===== src/rtl/spdif_bmc_encoder_if.sv =====
// Sample-pair handshake between the PCM source and the S/PDIF transmitter.
// A transfer happens on a clk edge where i_valid and o_ready are both high.
interface spdif_bmc_encoder_if #(
    parameter int unsigned DATA_W = 24
);
    logic [DATA_W-1:0] i_left;
    logic [DATA_W-1:0] i_right;
    logic              i_valid;
    logic              o_ready;

    modport master (
        output i_left,
        output i_right,
        output i_valid,
        input  o_ready
    );

    modport slave (
        input  i_left,
        input  i_right,
        input  i_valid,
        output o_ready
    );
endinterface


===== src/rtl/spdif_bmc_encoder.sv =====
// IEC 60958 subframe builder and biphase-mark line encoder, paced by a half-cell strobe.
// Optional SPDIF_CHSTAT_EN adds i_chstat, whose bit n becomes the C bit of frame n.
module spdif_bmc_encoder #(
    parameter int unsigned DATA_W           = 24,
    parameter int unsigned FRAMES_PER_BLOCK = 192
) (
    input  logic                clk,
    input  logic                i_rst,
    input  logic                ena,
    spdif_bmc_encoder_if.slave  s_if,
`ifdef SPDIF_CHSTAT_EN
    input  logic [31:0]         i_chstat,
`endif
    output logic                o_spdif,
    output logic                o_underrun,
    output logic                o_block_start
);

    localparam int unsigned FW = (FRAMES_PER_BLOCK > 1) ? $clog2(FRAMES_PER_BLOCK) : 1;
    localparam logic [FW-1:0] LAST_FRAME = FW'(FRAMES_PER_BLOCK - 1);
    localparam logic [7:0] PRE_B = 8'b11101000;
    localparam logic [7:0] PRE_M = 8'b11100010;
    localparam logic [7:0] PRE_W = 8'b11100100;

    typedef enum logic [1:0] {StIdle, StPre, StBits} state_e;

    state_e            state_q;
    logic [5:0]        hc_q;
    logic              right_q;
    logic [FW-1:0]     frame_q;
    logic              full_q;
    logic [DATA_W-1:0] hold_l_q, hold_r_q, work_l_q, work_r_q;
    logic              v_q, inv_q, spdif_q, underrun_q, block_start_q;
`ifdef SPDIF_CHSTAT_EN
    logic [31:0]       chstat_q;
`endif

    logic [7:0]        pat;
    logic [DATA_W-1:0] cur;
    logic [23:0]       sample;
    logic              c_bit;
    logic [31:0]       payload;
    logic [4:0]        slot_idx;
    logic              pre_lvl;
    logic              line_d;
    logic              frame_start;

    always_comb begin
        pat    = right_q ? PRE_W : ((frame_q == '0) ? PRE_B : PRE_M);
        cur    = right_q ? work_r_q : work_l_q;
        sample = 24'(cur) << (24 - DATA_W);
`ifdef SPDIF_CHSTAT_EN
        c_bit  = (32'(frame_q) < 32'd32) ? chstat_q[5'(frame_q)] : 1'b0;
`else
        c_bit  = 1'b0;
`endif
        // payload bit k carries slot k+4; bit 27 is even parity over the rest
        payload        = '0;
        payload[23:0]  = sample;
        payload[24]    = v_q;
        payload[25]    = 1'b0;
        payload[26]    = c_bit;
        payload[27]    = ^payload[26:0];
        slot_idx       = hc_q[5:1] - 5'd4;
        // preamble polarity is latched from the line level just before half-cell 0
        pre_lvl        = (hc_q == 6'd0) ? spdif_q : inv_q;
        if (state_q == StBits) begin
            line_d = hc_q[0] ? (spdif_q ^ payload[slot_idx]) : ~spdif_q;
        end else begin
            line_d = pat[~hc_q[2:0]] ^ pre_lvl;
        end
    end

    assign frame_start = ena && (state_q == StPre) && (hc_q == 6'd0) && !right_q;

    always_ff @(posedge clk) begin
        if (i_rst) begin
            state_q       <= StIdle;
            hc_q          <= '0;
            right_q       <= 1'b0;
            frame_q       <= '0;
            full_q        <= 1'b0;
            hold_l_q      <= '0;
            hold_r_q      <= '0;
            work_l_q      <= '0;
            work_r_q      <= '0;
            v_q           <= 1'b0;
            inv_q         <= 1'b0;
            spdif_q       <= 1'b0;
            underrun_q    <= 1'b0;
            block_start_q <= 1'b0;
`ifdef SPDIF_CHSTAT_EN
            chstat_q      <= '0;
`endif
        end else begin
            underrun_q    <= 1'b0;
            block_start_q <= 1'b0;
            if (s_if.i_valid && !full_q) begin
                full_q   <= 1'b1;
                hold_l_q <= s_if.i_left;
                hold_r_q <= s_if.i_right;
            end
            if (ena) begin
                if (state_q == StIdle) begin
                    state_q <= StPre;
                    hc_q    <= '0;
                end else begin
                    spdif_q <= line_d;
                    hc_q    <= hc_q + 6'd1;
                    if (hc_q == 6'd0) inv_q <= spdif_q;
                    if (frame_start) begin
                        block_start_q <= (frame_q == '0);
                        if (full_q) begin
                            work_l_q <= hold_l_q;
                            work_r_q <= hold_r_q;
                            v_q      <= 1'b0;
                            full_q   <= 1'b0;
                        end else begin
                            work_l_q   <= '0;
                            work_r_q   <= '0;
                            v_q        <= 1'b1;
                            underrun_q <= 1'b1;
                        end
`ifdef SPDIF_CHSTAT_EN
                        if (frame_q == '0) chstat_q <= i_chstat;
`endif
                    end
                    if (hc_q == 6'd7) begin
                        state_q <= StBits;
                    end else if (hc_q == 6'd63) begin
                        state_q <= StPre;
                        right_q <= ~right_q;
                        if (right_q) begin
                            frame_q <= (frame_q == LAST_FRAME) ? '0 : frame_q + FW'(1);
                        end
                    end
                end
            end
        end
    end

    assign s_if.o_ready  = ~full_q;
    assign o_spdif       = spdif_q;
    assign o_underrun    = underrun_q;
    assign o_block_start = block_start_q;

endmodule


===== src/flat_wrapper.sv =====
// flat-port wrapper written by rule: the top's interface ports become plain ports
module spdif_bmc_encoder_flat 
#(
    parameter int unsigned DATA_W           = 24,
    parameter int unsigned FRAMES_PER_BLOCK = 192
)
  (clk, i_rst, ena, o_spdif, o_underrun, o_block_start, s_if_i_left, s_if_i_right, s_if_i_valid, s_if_o_ready);
  spdif_bmc_encoder_if #(.DATA_W(DATA_W)) s_if_i ();
  input  logic clk;
  input  logic i_rst;
  input  logic ena;
  output logic o_spdif;
  output logic o_underrun;
  output logic o_block_start;
  input wire logic [$bits(s_if_i.i_left)-1:0] s_if_i_left;
  input wire logic [$bits(s_if_i.i_right)-1:0] s_if_i_right;
  input wire logic [$bits(s_if_i.i_valid)-1:0] s_if_i_valid;
  output wire logic [$bits(s_if_i.o_ready)-1:0] s_if_o_ready;
  assign s_if_i.i_left = s_if_i_left;
  assign s_if_i.i_right = s_if_i_right;
  assign s_if_i.i_valid = s_if_i_valid;
  assign s_if_o_ready = s_if_i.o_ready;
  spdif_bmc_encoder #(.DATA_W(DATA_W), .FRAMES_PER_BLOCK(FRAMES_PER_BLOCK)) u_core (.clk(clk), .i_rst(i_rst), .ena(ena), .s_if(s_if_i), .o_spdif(o_spdif), .o_underrun(o_underrun), .o_block_start(o_block_start));
endmodule

===== config.mk =====
export PLATFORM = sky130hd
export DESIGN_NAME = spdif_bmc_encoder_flat
export DESIGN_NICKNAME = d
export VERILOG_FILES = /design/src/rtl/spdif_bmc_encoder_if.sv /design/src/rtl/spdif_bmc_encoder.sv /design/src/flat_wrapper.sv
export SDC_FILE = /design/constraint.sdc
export NUM_CORES = 1
export LEC_CHECK = 0
export BUFFER_PORTS_ARGS = -buffer_cell sky130_fd_sc_hd__clkbuf_2
export CORE_MARGIN = 1.5
export CORE_UTILIZATION = 45
export CTS_CLUSTER_DIAMETER = 100
export DETAILED_ROUTE_END_ITERATION = 16
export GPL_TIMING_DRIVEN = 0
export PLACE_DENSITY = 0.72
export SLEW_MARGIN = 20
export SYNTH_ARGS = -nofsm -noshare
export SYNTH_HDL_FRONTEND = slang
export SYNTH_SLANG_ARGS = --single-unit

===== constraint.sdc =====
create_clock -name clk -period 2.67 [get_ports clk]
set_clock_uncertainty 0.15 [all_clocks]
set_input_delay 0.534 -clock clk [delete_from_list [all_inputs] [get_ports clk]]
set_output_delay 0.534 -clock clk [all_outputs]
set_load 0.03 [all_outputs]

==> impl_metrics.yaml <==
run_status:
  outcome: "finished clean"
global_routing:
  vias_in_the_first_global_route: 4750
  grt_pass1_wl_mm: 23.3
  grt_start_max_net_pins: 17
  groute.usage.overall_pct: 23.6
  global_route.overflow_total: 0
  antenna_found_initial: 0
yosys:
  synth-main-ff-cell: "sky130_fd_sc_hd__dfxtp_1"
  synth_xor_area_share_pct: 7.27
  synth_top_area_share_pct: 43.8
  syn-cell-area_um2: 5440
  ys_seq_elements: 119
  synth-async-reset-ratio_pct: 0
  synthesis.instances: 659
  postSynthNetCount: 717
  fraction_of_the_mapped_netlist_area_in_adder_cells_pct: 1.38
  synthSimpleGateAreaFrac_pct: 21.4
  synth.lib_cells_used.distinct: 47
  synth_enable_flop_cells: 0
  yosys-top-cells-area: "sky130_fd_sc_hd__dfxtp_1, sky130_fd_sc_hd__nand2_1, sky130_fd_sc_hd__a21oi_1, sky130_fd_sc_hd__nand3_1, sky130_fd_sc_hd__mux2i_1"
  synth.mux.area_fraction_pct: 7.85
  synth-compound-area-share_pct: 13.9
  main_combinational_cell_family_by_area_after_synthesis: "simple AND/OR/NAND/NOR gates"
  synthesis.area_per_instance_um2: 8.25
  synth_warnings: 0
  synth.yosys.seq_area_share_pct: 43.8
  post-synth-top-area-cell: "sky130_fd_sc_hd__dfxtp_1"
timing:
  finalMaxSlewViolations: 0
  tightest_slew_ns: 0.721
  maxClockFrequency_mhz: 375
  post-route-period-util_pct: 99.8
  unrepaired_setup_endpoints_after_global_routing: "yes"
  finalHoldWorstSlack_ns: 0.176
  final.min_clock_period_ns: 2.66
  report.final.hold_viol_count: 0
  final_critical_path_setup_slack_ns: 0.00635
  setup_viol: 0
  slew-limit-headroom_pct: 51.4
place:
  gpl.final_weighted_congestion: 0.932
  place_ws_ns: -0.0585
  placed_cells_incl_taps: 856
  number_of_buffers_inserted_by_port_buffering: 54
  place_hpwl_mm: 10.4
clocking:
  number_of_buffers_inserted_by_hold_repair_at_cts: 0
  clock_latency_ns: 0.42
  tritoncts_clock_tree: "done"
  cts-root-to-sink-buffers: 2
  depth_of_the_cts_h_tree: 4
  cts-buffers-inserted: 17
  tritoncts_num_sinks: 119
  clock_tree.root_cell: "sky130_fd_sc_hd__clkbuf_16"
  clk_pin_slew_worst_paths_ns: 0.06
floorplanning:
  fp.dieW_um: 113
  ios: 56
  core_area_um2: 11600
  fp-row-count: 39
  initial_core_util_pct: 46.8
  full_die_area_um2: 12800
  die_height_um: 113
layout:
  finalNonFillerCells: 890
  fin_nets: 792
  layout.core_utilization_pct: 57.0
  top_library_cells_by_usage_in_the_layout_fill_and_taps_aside: "sky130_fd_sc_hd__nand2_1, sky130_fd_sc_hd__dfxtp_1, sky130_fd_sc_hd__a21oi_1, sky130_fd_sc_hd__clkbuf_2, sky130_fd_sc_hd__nand3_1"
  insertedDiodeCount: 0
  synthToLayoutAreaGrowth_pct: 21.8
  final_common_cell: "sky130_fd_sc_hd__nand2_1"
  drive_above_1_share_pct: 15.4
routing:
  route.detailed.drc: 0
  vias_per_cell: 5.49
  detailroute.via_count: 4883
  routed_wire_length_per_instance_um: 16.0
  drt_iter0_markers: 353
  wl_mm: 14.2
  detail_route.first_pass.iterations: 5
  ant_nets: 0
critical_path:
  worstPathRequired_ns: 2.83
  cp-start-kind: "register"
  maximum_fanout_along_the_worst_path: 9
  worst-setup-path-type: "reg -> reg"
  crit_arrival_ns: 2.82
  cp-end-kind: "register"
pwr:
  p_per_area_nw_per_um2: 716
  ir_drop_worst_vdd_mv: 0.673
  power_total_w: 0.00474
  power.leakage_nw: 2.59
worst_hold_path:
  worst_hold_path_type: "in -> reg"
run:
  maxCapViolCount: 0
## power by group
group | total (W) | switching, W | internal (W)
logic | 0.000308 | 0.000199 | 0.000110
clock network | 0.00257 | 0.000849 | 0.00172
registers | 0.00187 | 0.0000357 | 0.00183
total | 0.00474 | 0.00108 | 0.00366
## path summary, 6_finish.rpt
path                                          start             endpoint  slack (ns)  cells after the start
worst max-delay path                 u_core.right_q       u_core.o_spdif       0.006                      9
worst min-delay path               s_if_i_right[14]  u_core.hold_r_q[14]        0.18                      3
worst max register to register       u_core.right_q       u_core.o_spdif       0.006                      9
worst min register to register  u_core.hold_r_q[12]  u_core.hold_r_q[12]        0.31                      2
## kinds of logic (layout without fill, tap and decap cells)
group | after synthesis | after routing
xor+xnor | 42 | 42
compound gates | 137 | 137
simple gates | 265 | 265
fa+ha+maj | 6 | 6
mux | 32 | 32
buf+inv | 58 | 146
flops | 119 | 119
## layout make-up
type / instances / area, um^2
multi-input combinational: 482 / 2850
tap: 143 / 179
sequential: 119 / 2380
fill: 1071 / 4990
clock inverter: 13 / 216
clock buffer: 19 / 453
inverter: 10 / 45.0
buffer: 48 / 216
timing repair buffer: 56 / 285
## synthesized netlist by cell type (2+ instances only)
cell                       number
sky130_fd_sc_hd__a211o_1        3
sky130_fd_sc_hd__a211oi_1       2
sky130_fd_sc_hd__a21oi_1      104
sky130_fd_sc_hd__a22oi_1        4
sky130_fd_sc_hd__a31oi_1        5
sky130_fd_sc_hd__and2_1         2
sky130_fd_sc_hd__and3_1         2
sky130_fd_sc_hd__and4_1         2
sky130_fd_sc_hd__buf_1          2
sky130_fd_sc_hd__buf_2          2
sky130_fd_sc_hd__buf_6          2
sky130_fd_sc_hd__clkbuf_1      42
sky130_fd_sc_hd__dfxtp_1      119
sky130_fd_sc_hd__ha_1           6
sky130_fd_sc_hd__inv_1          9
sky130_fd_sc_hd__mux2i_1       22
sky130_fd_sc_hd__mux4_2         8
sky130_fd_sc_hd__nand2_1      153
sky130_fd_sc_hd__nand2b_1       2
sky130_fd_sc_hd__nand3_1       55
sky130_fd_sc_hd__nand4_1        4
sky130_fd_sc_hd__nor2_1        25
sky130_fd_sc_hd__nor2b_1        5
sky130_fd_sc_hd__nor3_1         6
sky130_fd_sc_hd__nor4_1         2
sky130_fd_sc_hd__o211ai_1       2
sky130_fd_sc_hd__o21a_1         3
sky130_fd_sc_hd__o21ai_0        6
sky130_fd_sc_hd__o22ai_1        2
sky130_fd_sc_hd__or3_1          2
sky130_fd_sc_hd__xnor2_1       19
sky130_fd_sc_hd__xnor3_1        2
sky130_fd_sc_hd__xor2_1        21
## metal layers
layer  wire length [um]  GRT usage, %  up-vias
met5                  0             0        -
met4                364          10.3        0
met3                730          6.37       30
met2               7050          39.2      118
met1               6070          28.9     2320
li1                   -             -     2415
## per-stage QoR
step           instance area (um^2)  TNS [ns]
2_1_floorplan                  5440         0
3_3_place_gp                   5890    -19.12
3_5_place_dp                   5890    -0.214
4_1_cts                        6590         0
5_1_grt                        6620    -0.210
6_report                       6620         0
## critical path: stages (launching register included)
cell and delay, ns:
sky130_fd_sc_hd__dfxtp_2 0.32, sky130_fd_sc_hd__buf_6 0.15, sky130_fd_sc_hd__inv_8 0.11, sky130_fd_sc_hd__mux2i_1 0.24
sky130_fd_sc_hd__xnor2_1 0.14, sky130_fd_sc_hd__xnor3_1 0.45, sky130_fd_sc_hd__xnor3_1 0.26, sky130_fd_sc_hd__nor4_2 0.05
sky130_fd_sc_hd__o32a_1 0.37, sky130_fd_sc_hd__mux2_4 0.31
## sequential cells by signal, indices dropped and copies added (netlist names)
name	flops
u_core.frame_q	8
u_core.work_r_q	24
u_core.o_underrun	1
u_core.hold_r_q	24
u_core.v_q	1
u_core.hold_l_q	24
u_core.hc_q	6
u_core.inv_q	1
u_core.full_q	1
u_core.work_l_q	24
u_core.right_q	1
u_core.o_spdif	1
u_core.state_q	2
u_core.o_block_start	1
## what timing repair did
| item | 4_1_cts | 5_1_grt |
|---|---|---|
| buffers inserted | 0 | 2 |
| resized for setup | 4 | 17 |
| pin swaps | 2 | 2 |
| setup endpoints to repair | 52 | 56 |
No activity file was read; power rests on OpenSTA's default activity.
